File: src/rtl/collision_pkg.sv
// Shared types for the collision scanner: FSM state encoding and a lowest-set-bit helper.
// Pure declarations; no latency or backpressure of its own.
package collision_pkg;

    typedef enum logic [1:0] {
        ST_IDLE,
        ST_SCAN,
        ST_REPORT
    } state_t;

    // Index of the lowest set bit; 0 when the vector is empty. Covers masks up to 32 channels.
    function automatic int unsigned lowest_set_idx(input logic [31:0] v);
        lowest_set_idx = 0;
        for (int i = 31; i >= 0; i--) begin
            if (v[i]) lowest_set_idx = i;
        end
    endfunction

endpackage

File: src/rtl/collision_scanner_if.sv
// Position/bullet inputs and hit/lives status outputs of the collision scanner.
// Plain wires, no handshake: the scanner samples once per frame tick and never stalls the source.
interface collision_scanner_if #(
    parameter int unsigned X_W      = 5,
    parameter int unsigned Y_W      = 6,
    parameter int unsigned N_BULLET = 4,
    parameter int unsigned LIVES    = 3
);
    localparam int unsigned IDX_W   = (N_BULLET > 1) ? $clog2(N_BULLET) : 1;
    localparam int unsigned LIVES_W = $clog2(LIVES + 1);

    logic                      i_Restart;
    logic [X_W-1:0]            i_Player_x;
    logic [Y_W-1:0]            i_Player_y;
    logic [N_BULLET*X_W-1:0]   i_Bullet_x;
    logic [N_BULLET*Y_W-1:0]   i_Bullet_y;
    logic [N_BULLET-1:0]       i_Bullet_vld;

    logic                      o_fCollision;
    logic [IDX_W-1:0]          o_Hit_Idx;
    logic [N_BULLET-1:0]       o_Hit_Mask;
    logic [LIVES_W-1:0]        o_Lives;
    logic                      o_Invuln;
    logic                      o_Game_Over;
    logic                      o_Busy;

    modport master (
        output i_Restart, i_Player_x, i_Player_y, i_Bullet_x, i_Bullet_y, i_Bullet_vld,
        input  o_fCollision, o_Hit_Idx, o_Hit_Mask, o_Lives, o_Invuln, o_Game_Over, o_Busy
    );

    modport slave (
        input  i_Restart, i_Player_x, i_Player_y, i_Bullet_x, i_Bullet_y, i_Bullet_vld,
        output o_fCollision, o_Hit_Idx, o_Hit_Mask, o_Lives, o_Invuln, o_Game_Over, o_Busy
    );

endinterface

File: src/rtl/frame_tick_gen.sv
// Free-running frame counter, one-cycle tick on the last count; tick is combinational from the count register.
// No backpressure: counts every clock regardless of downstream state.
module frame_tick_gen #(
    parameter int unsigned TICK_CNT = 800_000
) (
    input  logic i_Clk,
    input  logic i_Rst,
    output logic tick
);
    localparam int unsigned CNT_W = (TICK_CNT > 1) ? $clog2(TICK_CNT) : 1;

    logic [CNT_W-1:0] cnt_q;

    assign tick = (cnt_q == CNT_W'(TICK_CNT - 1));

    always_ff @(posedge i_Clk or negedge i_Rst) begin
        if (!i_Rst) begin
            cnt_q <= '0;
        end else if (tick) begin
            cnt_q <= '0;
        end else begin
            cnt_q <= cnt_q + CNT_W'(1);
        end
    end

endmodule

File: src/rtl/collision_scanner.sv
// Per-frame collision engine: snapshot on tick, scan one bullet/clock, report N_BULLET+2 cycles after tick; lives/invuln/game-over.
// No backpressure; i_Restart aborts any scan. COLLISION_HITBOX_EN widens hit test to a +/-HITBOX_R box.
module collision_scanner
    import collision_pkg::*;
#(
    parameter int unsigned X_W           = 5,
    parameter int unsigned Y_W           = 6,
    parameter int unsigned N_BULLET      = 4,
    parameter int unsigned TICK_CNT      = 800_000,
    parameter int unsigned LIVES         = 3,
    parameter int unsigned INVULN_FRAMES = 30,
    parameter int unsigned HITBOX_R      = 1
) (
    input  logic                 i_Clk,
    input  logic                 i_Rst,
    collision_scanner_if.slave   bus
);
    localparam int unsigned IDX_W   = (N_BULLET > 1) ? $clog2(N_BULLET) : 1;
    localparam int unsigned LIVES_W = $clog2(LIVES + 1);
    localparam int unsigned INV_W   = (INVULN_FRAMES > 0) ? $clog2(INVULN_FRAMES + 1) : 1;
`ifdef COLLISION_HITBOX_EN
    localparam int unsigned HIT_R   = HITBOX_R;
`else
    // Zero radius turns the window test into exact coordinate equality.
    localparam int unsigned HIT_R   = 0 * HITBOX_R;
`endif

    logic tick;

    frame_tick_gen #(.TICK_CNT(TICK_CNT)) u_tick (
        .i_Clk (i_Clk),
        .i_Rst (i_Rst),
        .tick  (tick)
    );

    state_t                  state_q, state_d;
    logic [IDX_W-1:0]        idx_q;
    logic [N_BULLET-1:0]     mask_q;
    logic [X_W-1:0]          px_q;
    logic [Y_W-1:0]          py_q;
    logic [N_BULLET*X_W-1:0] bx_q;
    logic [N_BULLET*Y_W-1:0] by_q;
    logic [N_BULLET-1:0]     bvld_q;
    logic                    fcoll_q;
    logic [IDX_W-1:0]        hit_idx_q;
    logic [N_BULLET-1:0]     hit_mask_q;
    logic [LIVES_W-1:0]      lives_q;
    logic [INV_W-1:0]        inv_cnt_q;
    logic                    game_over_q;

    logic [X_W-1:0] cur_bx;
    logic [Y_W-1:0] cur_by;
    logic [X_W:0]   dx;
    logic [Y_W:0]   dy;
    logic           hit_now;
    logic           last_idx;

    // Absolute distance one bit wider than the coordinate, so there is no wrap-around.
    always_comb begin
        cur_bx   = bx_q[idx_q*X_W +: X_W];
        cur_by   = by_q[idx_q*Y_W +: Y_W];
        dx       = (cur_bx >= px_q) ? ({1'b0, cur_bx} - {1'b0, px_q}) : ({1'b0, px_q} - {1'b0, cur_bx});
        dy       = (cur_by >= py_q) ? ({1'b0, cur_by} - {1'b0, py_q}) : ({1'b0, py_q} - {1'b0, cur_by});
        hit_now  = bvld_q[idx_q] && (dx <= (X_W+1)'(HIT_R)) && (dy <= (Y_W+1)'(HIT_R));
        last_idx = (idx_q == IDX_W'(N_BULLET - 1));
    end

    always_ff @(posedge i_Clk or negedge i_Rst) begin
        if (!i_Rst) state_q <= ST_IDLE;
        else        state_q <= state_d;
    end

    always_comb begin
        state_d = state_q;
        case (state_q)
            ST_IDLE:   if (tick) state_d = ST_SCAN;
            ST_SCAN:   if (last_idx) state_d = ST_REPORT;
            ST_REPORT: state_d = ST_IDLE;
            default:   state_d = ST_IDLE;
        endcase
        if (bus.i_Restart) state_d = ST_IDLE;
    end

    always_ff @(posedge i_Clk or negedge i_Rst) begin
        if (!i_Rst) begin
            idx_q       <= '0;
            mask_q      <= '0;
            px_q        <= '0;
            py_q        <= '0;
            bx_q        <= '0;
            by_q        <= '0;
            bvld_q      <= '0;
            fcoll_q     <= 1'b0;
            hit_idx_q   <= '0;
            hit_mask_q  <= '0;
            lives_q     <= LIVES_W'(LIVES);
            inv_cnt_q   <= '0;
            game_over_q <= 1'b0;
        end else begin
            fcoll_q <= 1'b0;
            if (bus.i_Restart) begin
                idx_q       <= '0;
                mask_q      <= '0;
                hit_idx_q   <= '0;
                hit_mask_q  <= '0;
                lives_q     <= LIVES_W'(LIVES);
                inv_cnt_q   <= '0;
                game_over_q <= 1'b0;
            end else begin
                case (state_q)
                    ST_IDLE: if (tick) begin
                        px_q   <= bus.i_Player_x;
                        py_q   <= bus.i_Player_y;
                        bx_q   <= bus.i_Bullet_x;
                        by_q   <= bus.i_Bullet_y;
                        bvld_q <= bus.i_Bullet_vld;
                        idx_q  <= '0;
                        mask_q <= '0;
                    end
                    ST_SCAN: begin
                        if (hit_now) mask_q[idx_q] <= 1'b1;
                        if (!last_idx) idx_q <= idx_q + IDX_W'(1);
                    end
                    ST_REPORT: begin
                        hit_mask_q <= mask_q;
                        if (!game_over_q) begin
                            if (inv_cnt_q != '0) begin
                                inv_cnt_q <= inv_cnt_q - INV_W'(1);
                            end else if (|mask_q) begin
                                fcoll_q   <= 1'b1;
                                hit_idx_q <= IDX_W'(lowest_set_idx(32'(mask_q)));
                                lives_q   <= (lives_q == '0) ? '0 : lives_q - LIVES_W'(1);
                                inv_cnt_q <= INV_W'(INVULN_FRAMES);
                                if (lives_q <= LIVES_W'(1)) game_over_q <= 1'b1;
                            end
                        end
                    end
                    default: ;
                endcase
            end
        end
    end

    assign bus.o_fCollision = fcoll_q;
    assign bus.o_Hit_Idx    = hit_idx_q;
    assign bus.o_Hit_Mask   = hit_mask_q;
    assign bus.o_Lives      = lives_q;
    assign bus.o_Invuln     = (inv_cnt_q != '0);
    assign bus.o_Game_Over  = game_over_q;
    assign bus.o_Busy       = (state_q != ST_IDLE);

endmodule

File: src/flat_wrapper.sv
// flat-port wrapper written by rule: the top's interface ports become plain ports
module collision_scanner_flat import collision_pkg::*;
#(
    parameter int unsigned X_W           = 5,
    parameter int unsigned Y_W           = 6,
    parameter int unsigned N_BULLET      = 4,
    parameter int unsigned TICK_CNT      = 800_000,
    parameter int unsigned LIVES         = 3,
    parameter int unsigned INVULN_FRAMES = 30,
    parameter int unsigned HITBOX_R      = 1
)
  (i_Clk, i_Rst, bus_i_Restart, bus_i_Player_x, bus_i_Player_y, bus_i_Bullet_x, bus_i_Bullet_y, bus_i_Bullet_vld, bus_o_fCollision, bus_o_Hit_Idx, bus_o_Hit_Mask, bus_o_Lives, bus_o_Invuln, bus_o_Game_Over, bus_o_Busy);
  collision_scanner_if #(.X_W(X_W), .Y_W(Y_W), .N_BULLET(N_BULLET), .LIVES(LIVES)) bus_i ();
  input  logic i_Clk;
  input  logic i_Rst;
  input wire logic [$bits(bus_i.i_Restart)-1:0] bus_i_Restart;
  input wire logic [$bits(bus_i.i_Player_x)-1:0] bus_i_Player_x;
  input wire logic [$bits(bus_i.i_Player_y)-1:0] bus_i_Player_y;
  input wire logic [$bits(bus_i.i_Bullet_x)-1:0] bus_i_Bullet_x;
  input wire logic [$bits(bus_i.i_Bullet_y)-1:0] bus_i_Bullet_y;
  input wire logic [$bits(bus_i.i_Bullet_vld)-1:0] bus_i_Bullet_vld;
  output wire logic [$bits(bus_i.o_fCollision)-1:0] bus_o_fCollision;
  output wire logic [$bits(bus_i.o_Hit_Idx)-1:0] bus_o_Hit_Idx;
  output wire logic [$bits(bus_i.o_Hit_Mask)-1:0] bus_o_Hit_Mask;
  output wire logic [$bits(bus_i.o_Lives)-1:0] bus_o_Lives;
  output wire logic [$bits(bus_i.o_Invuln)-1:0] bus_o_Invuln;
  output wire logic [$bits(bus_i.o_Game_Over)-1:0] bus_o_Game_Over;
  output wire logic [$bits(bus_i.o_Busy)-1:0] bus_o_Busy;
  assign bus_i.i_Restart = bus_i_Restart;
  assign bus_i.i_Player_x = bus_i_Player_x;
  assign bus_i.i_Player_y = bus_i_Player_y;
  assign bus_i.i_Bullet_x = bus_i_Bullet_x;
  assign bus_i.i_Bullet_y = bus_i_Bullet_y;
  assign bus_i.i_Bullet_vld = bus_i_Bullet_vld;
  assign bus_o_fCollision = bus_i.o_fCollision;
  assign bus_o_Hit_Idx = bus_i.o_Hit_Idx;
  assign bus_o_Hit_Mask = bus_i.o_Hit_Mask;
  assign bus_o_Lives = bus_i.o_Lives;
  assign bus_o_Invuln = bus_i.o_Invuln;
  assign bus_o_Game_Over = bus_i.o_Game_Over;
  assign bus_o_Busy = bus_i.o_Busy;
  collision_scanner #(.X_W(X_W), .Y_W(Y_W), .N_BULLET(N_BULLET), .TICK_CNT(TICK_CNT), .LIVES(LIVES), .INVULN_FRAMES(INVULN_FRAMES), .HITBOX_R(HITBOX_R)) u_core (.i_Clk(i_Clk), .i_Rst(i_Rst), .bus(bus_i));
endmodule
File: config.mk
export PLATFORM = sky130hd
export DESIGN_NAME = collision_scanner_flat
export DESIGN_NICKNAME = d
export VERILOG_FILES = /design/src/rtl/collision_pkg.sv /design/src/rtl/collision_scanner_if.sv /design/src/rtl/frame_tick_gen.sv /design/src/rtl/collision_scanner.sv /design/src/flat_wrapper.sv
export SDC_FILE = /design/constraint.sdc
export NUM_CORES = 1
export LEC_CHECK = 0
export CAP_MARGIN = 15
export CORE_ASPECT_RATIO = 2
export CORE_MARGIN = 2
export CORE_UTILIZATION = 50
export DETAILED_ROUTE_END_ITERATION = 7
export PLACE_DENSITY = 0.74
export SLEW_MARGIN = 30
export SYNTH_ARGS = -nofsm -noshare
export SYNTH_HDL_FRONTEND = slang
export SYNTH_HIERARCHICAL = 1
export SYNTH_SLANG_ARGS = --single-unit
File: constraint.sdc
create_clock -name i_Clk -period 4.2 [get_ports i_Clk]
set_input_delay 0.63 -clock i_Clk [delete_from_list [all_inputs] [get_ports i_Clk]]
set_output_delay 0.63 -clock i_Clk [all_outputs]
set_load 0.03 [all_outputs]
==> impl_metrics.tcl <==
set metrics [dict create \
    insertion_delay_ps 340 \
    slew_headroom 0.525 \
    cts_setup_buffers 0 \
    hold_buffers 0 \
    drt-wirelength-per-cell_um 17.4 \
    final_nets 639 \
    synth_area_sq_um 5370 \
    setup_slack_ps 625 \
    ys_warn_count 6 \
    routed_via_density 5.59 \
    setup_viol 0 \
    peakVddDrop_v 0.000266 \
    drt_wl_total_mm 12.0 \
    syn_nets 568 \
    reg2reg_depth 8 \
    std_cell_rows 53 \
    reg2reg_slack_ps 630 \
    ant_nets 0 \
    power.leakage_nw 2.90 \
    fin_area_sq_um 6590 \
    cts_buffers 9 \
    initial_core_util 0.513 \
    outcome "complete, no violations" \
    post-place-ws_ps 685 \
    rsz0062_at_grt "no" \
    synth_edf_count 0 \
    fin_crit_ps 3570 \
    antenna_found_initial 0 \
    drive_above_1_share 0.181 \
    crit_arrival_ps 3770 \
    clock_skew_ps 8.00 \
    synthXorXnorAreaFrac 0.0294 \
    required_ps 4400 \
    coreArea_sq_um 10500 \
    die_w_um 77.3 \
    io_pins 74 \
    drt_iter0_markers 215 \
    synth_fa_ha_area_frac 0.0652 \
    fmax_ghz 0.280 \
    synth_cell_types 64 \
    synthSimpleGateAreaFrac 0.122 \
    ctsResizeCount 0 \
    cap_violations 0 \
    hold_path.class "primary input to async pin" \
    grt_pass1_wl_mm 19.8 \
    grt_overflow 0 \
    place_hpwl_mm 8.90 \
    synth-main-ff-cell "dfrtp_1" \
    path_class "flip-flop to flip-flop" \
    powerDensity_nw_per_um2 346 \
    final-hold-violation-count 0 \
    grtUsageTotal 0.217 \
    synth-compound-area-share 0.0967 \
    placed_area_sq_um 6210 \
    firstDrtPassIters 4 \
    critPathCaptureType "flip-flop" \
    ys_seq_area_frac 0.476 \
    async_flop_share 1.00 \
    clkSinkCount 102 \
    clk_pin_slew_worst_paths_ps 70 \
    clock-root-buffer "clkbuf_16" \
    setup-tns-final_ps 0 \
    io_buffer_count 73 \
    cp-start-kind "flip-flop" \
    syn_inst 478 \
    power_mw 2.28 \
    num_vias 3860 \
    drv_slew 0 \
    synth_mux_area_frac 0.164 \
    dieArea_sq_um 11600 \
    r2r-end "u_core/mask_q[1]" \
    post-route-period-util 0.851 \
    grt_pass1_vias 4156 \
    drc 0 \
    worstPathMaxFanout 13 \
    htreeDepth 3 \
    ctsLongestPathBuffers 2 \
    syn_to_final_growth_pct 22.6 \
    cts_tree "yes" \
    syn_avg_cell_area_sq_um 11.2 \
    worst_pin_slew_ps 713 \
    synth.ff_latch_count 102 \
    grt_max_degree 76 \
    die_h_um 151 \
    reg2reg_from "u_core/idx_q[0]" \
    synth_top_family_by_area "multiplexers" \
    gp_congestion 0.917 \
    diodes 0 \
]
-- critical path, stage by stage (launching register included) --
cell       delay [ps]
dfrtp_1           780
mux4_2            610
ha_1              450
a21o_1            240
a21oi_2           180
o21ai_0           130
o31ai_1           270
o2111ai_1         260
o41ai_1           510
-- placed cells by master (no fill, tap or decap), drive strengths merged, types with 6 or more instances in the layout --
master and n:
mux2i 6, mux4 12, o21ai 27, ha 28
clkbuf 10, a21oi 22, nor4 6, nor3 7
or3 7, mux2 49, xnor2 7, dfrtp 100
nor2 36, xor2 11, nand3 9, nand2 31
inv 39, clkdlybuf4s50 72, buf 7
-- metrics by stage --
step / hold slack, ps / utilization / cells
floorplan: 334 / - / 478
global placement: 439 / 0.593 / 675
detailed placement: 446 / 0.593 / 675
CTS: 456 / 0.628 / 690
global route: 356 / 0.629 / 690
finish: 299 / 0.629 / 690
-- power by group --
group	total (mW)	internal, mW	switching, mW	leakage (nW)
sequential	1.03	1.01	0.0166	1.32
combinational	0.239	0.125	0.113	1.41
clock	1.01	0.658	0.354	0.179
-- metal layers --
metal	GRT usage	wire length, um	up-vias
met1	0.234	4370	1929
met5	0	0	-
li1	-	-	1814
met2	0.415	7040	95
met4	0.0813	247	0
met3	0.0384	352	22
-- worst max path at each step --
stage | slack (ps) | to | cells after the start | startpoint
finish | 630 | u_core/mask_q[1] | 8 | u_core/idx_q[0]
detailed placement | 690 | u_core/mask_q[1] | 7 | u_core/idx_q[0]
global placement | 950 | u_core/mask_q[0] | 7 | u_core/idx_q[0]
CTS | 670 | u_core/mask_q[1] | 7 | u_core/idx_q[0]
floorplan | 930 | u_core/mask_q[0] | 10 | u_core/idx_q[0]
global route | 370 | u_core/mask_q[1] | 7 | u_core/idx_q[0]
-- state kept, by name, summed over array words and instances (netlist names) --
| signal | count |
|---|---|
| u_core/bus.o_Hit_Mask | 4 |
| u_core/bus.o_Lives | 2 |
| u_core/inv_cnt_q | 5 |
| u_core/idx_q | 2 |
| u_core/bus.o_fCollision | 1 |
| u_core/bx_q | 20 |
| u_core/state_q | 2 |
| u_core/bus.o_Hit_Idx | 2 |
| u_core/by_q | 24 |
| u_core/u_tick/cnt_q | 20 |
| u_core/bus.o_Game_Over | 1 |
| u_core/bvld_q | 4 |
| u_core/py_q | 6 |
| u_core/px_q | 5 |
| u_core/mask_q | 4 |
-- cells in the mapped netlist (3+ instances only) --
| master | number | area, sq um |
|---|---|---|
| nor2b_1 | 3 | 18.8 |
| ha_1 | 28 | 350 |
| o41ai_1 | 4 | 35.0 |
| nand4_1 | 3 | 18.8 |
| nand2_1 | 31 | 116 |
| nand2b_1 | 4 | 25.0 |
| or3_1 | 7 | 43.8 |
| clkbuf_1 | 5 | 18.8 |
| o21a_1 | 3 | 22.5 |
| nor4_1 | 6 | 37.5 |
| nor2_1 | 35 | 131 |
| nand3_1 | 9 | 45.0 |
| xnor2_1 | 7 | 61.3 |
| nor3_1 | 7 | 35.0 |
| o31ai_1 | 4 | 30.0 |
| a21oi_1 | 20 | 100 |
| dfrtp_1 | 100 | 2500 |
| o21ai_0 | 27 | 135 |
| mux2_2 | 49 | 552 |
| inv_1 | 37 | 139 |
| and3_1 | 3 | 18.8 |
| mux4_2 | 12 | 270 |
| xor2_1 | 11 | 96.3 |
| buf_2 | 9 | 45.0 |
| mux2i_1 | 6 | 60.1 |
-- cell families (layout without fill, tap and decap cells) --
family                   after synthesis  count (layout)
multiplexers                          67              67
adder cells (fa/ha/maj)               28              28
AND/OR/NAND/NOR                      126             126
XOR/XNOR                              18              18
AO/OA/AOI/OAI                         80              80
buffers and inverters                 57             132
flip-flops                           102             102
-- layout make-up --
type	count	area [sq um]
Multi-Input combinational cell	319	2570
Clock inverter	5	129
Timing Repair Buffer	79	777
Clock buffer	10	239
Inverter	38	143
Sequential cell	102	2550
Fill cell	891	3890
Tap cell	137	171
(Power assumes the default switching activity.)
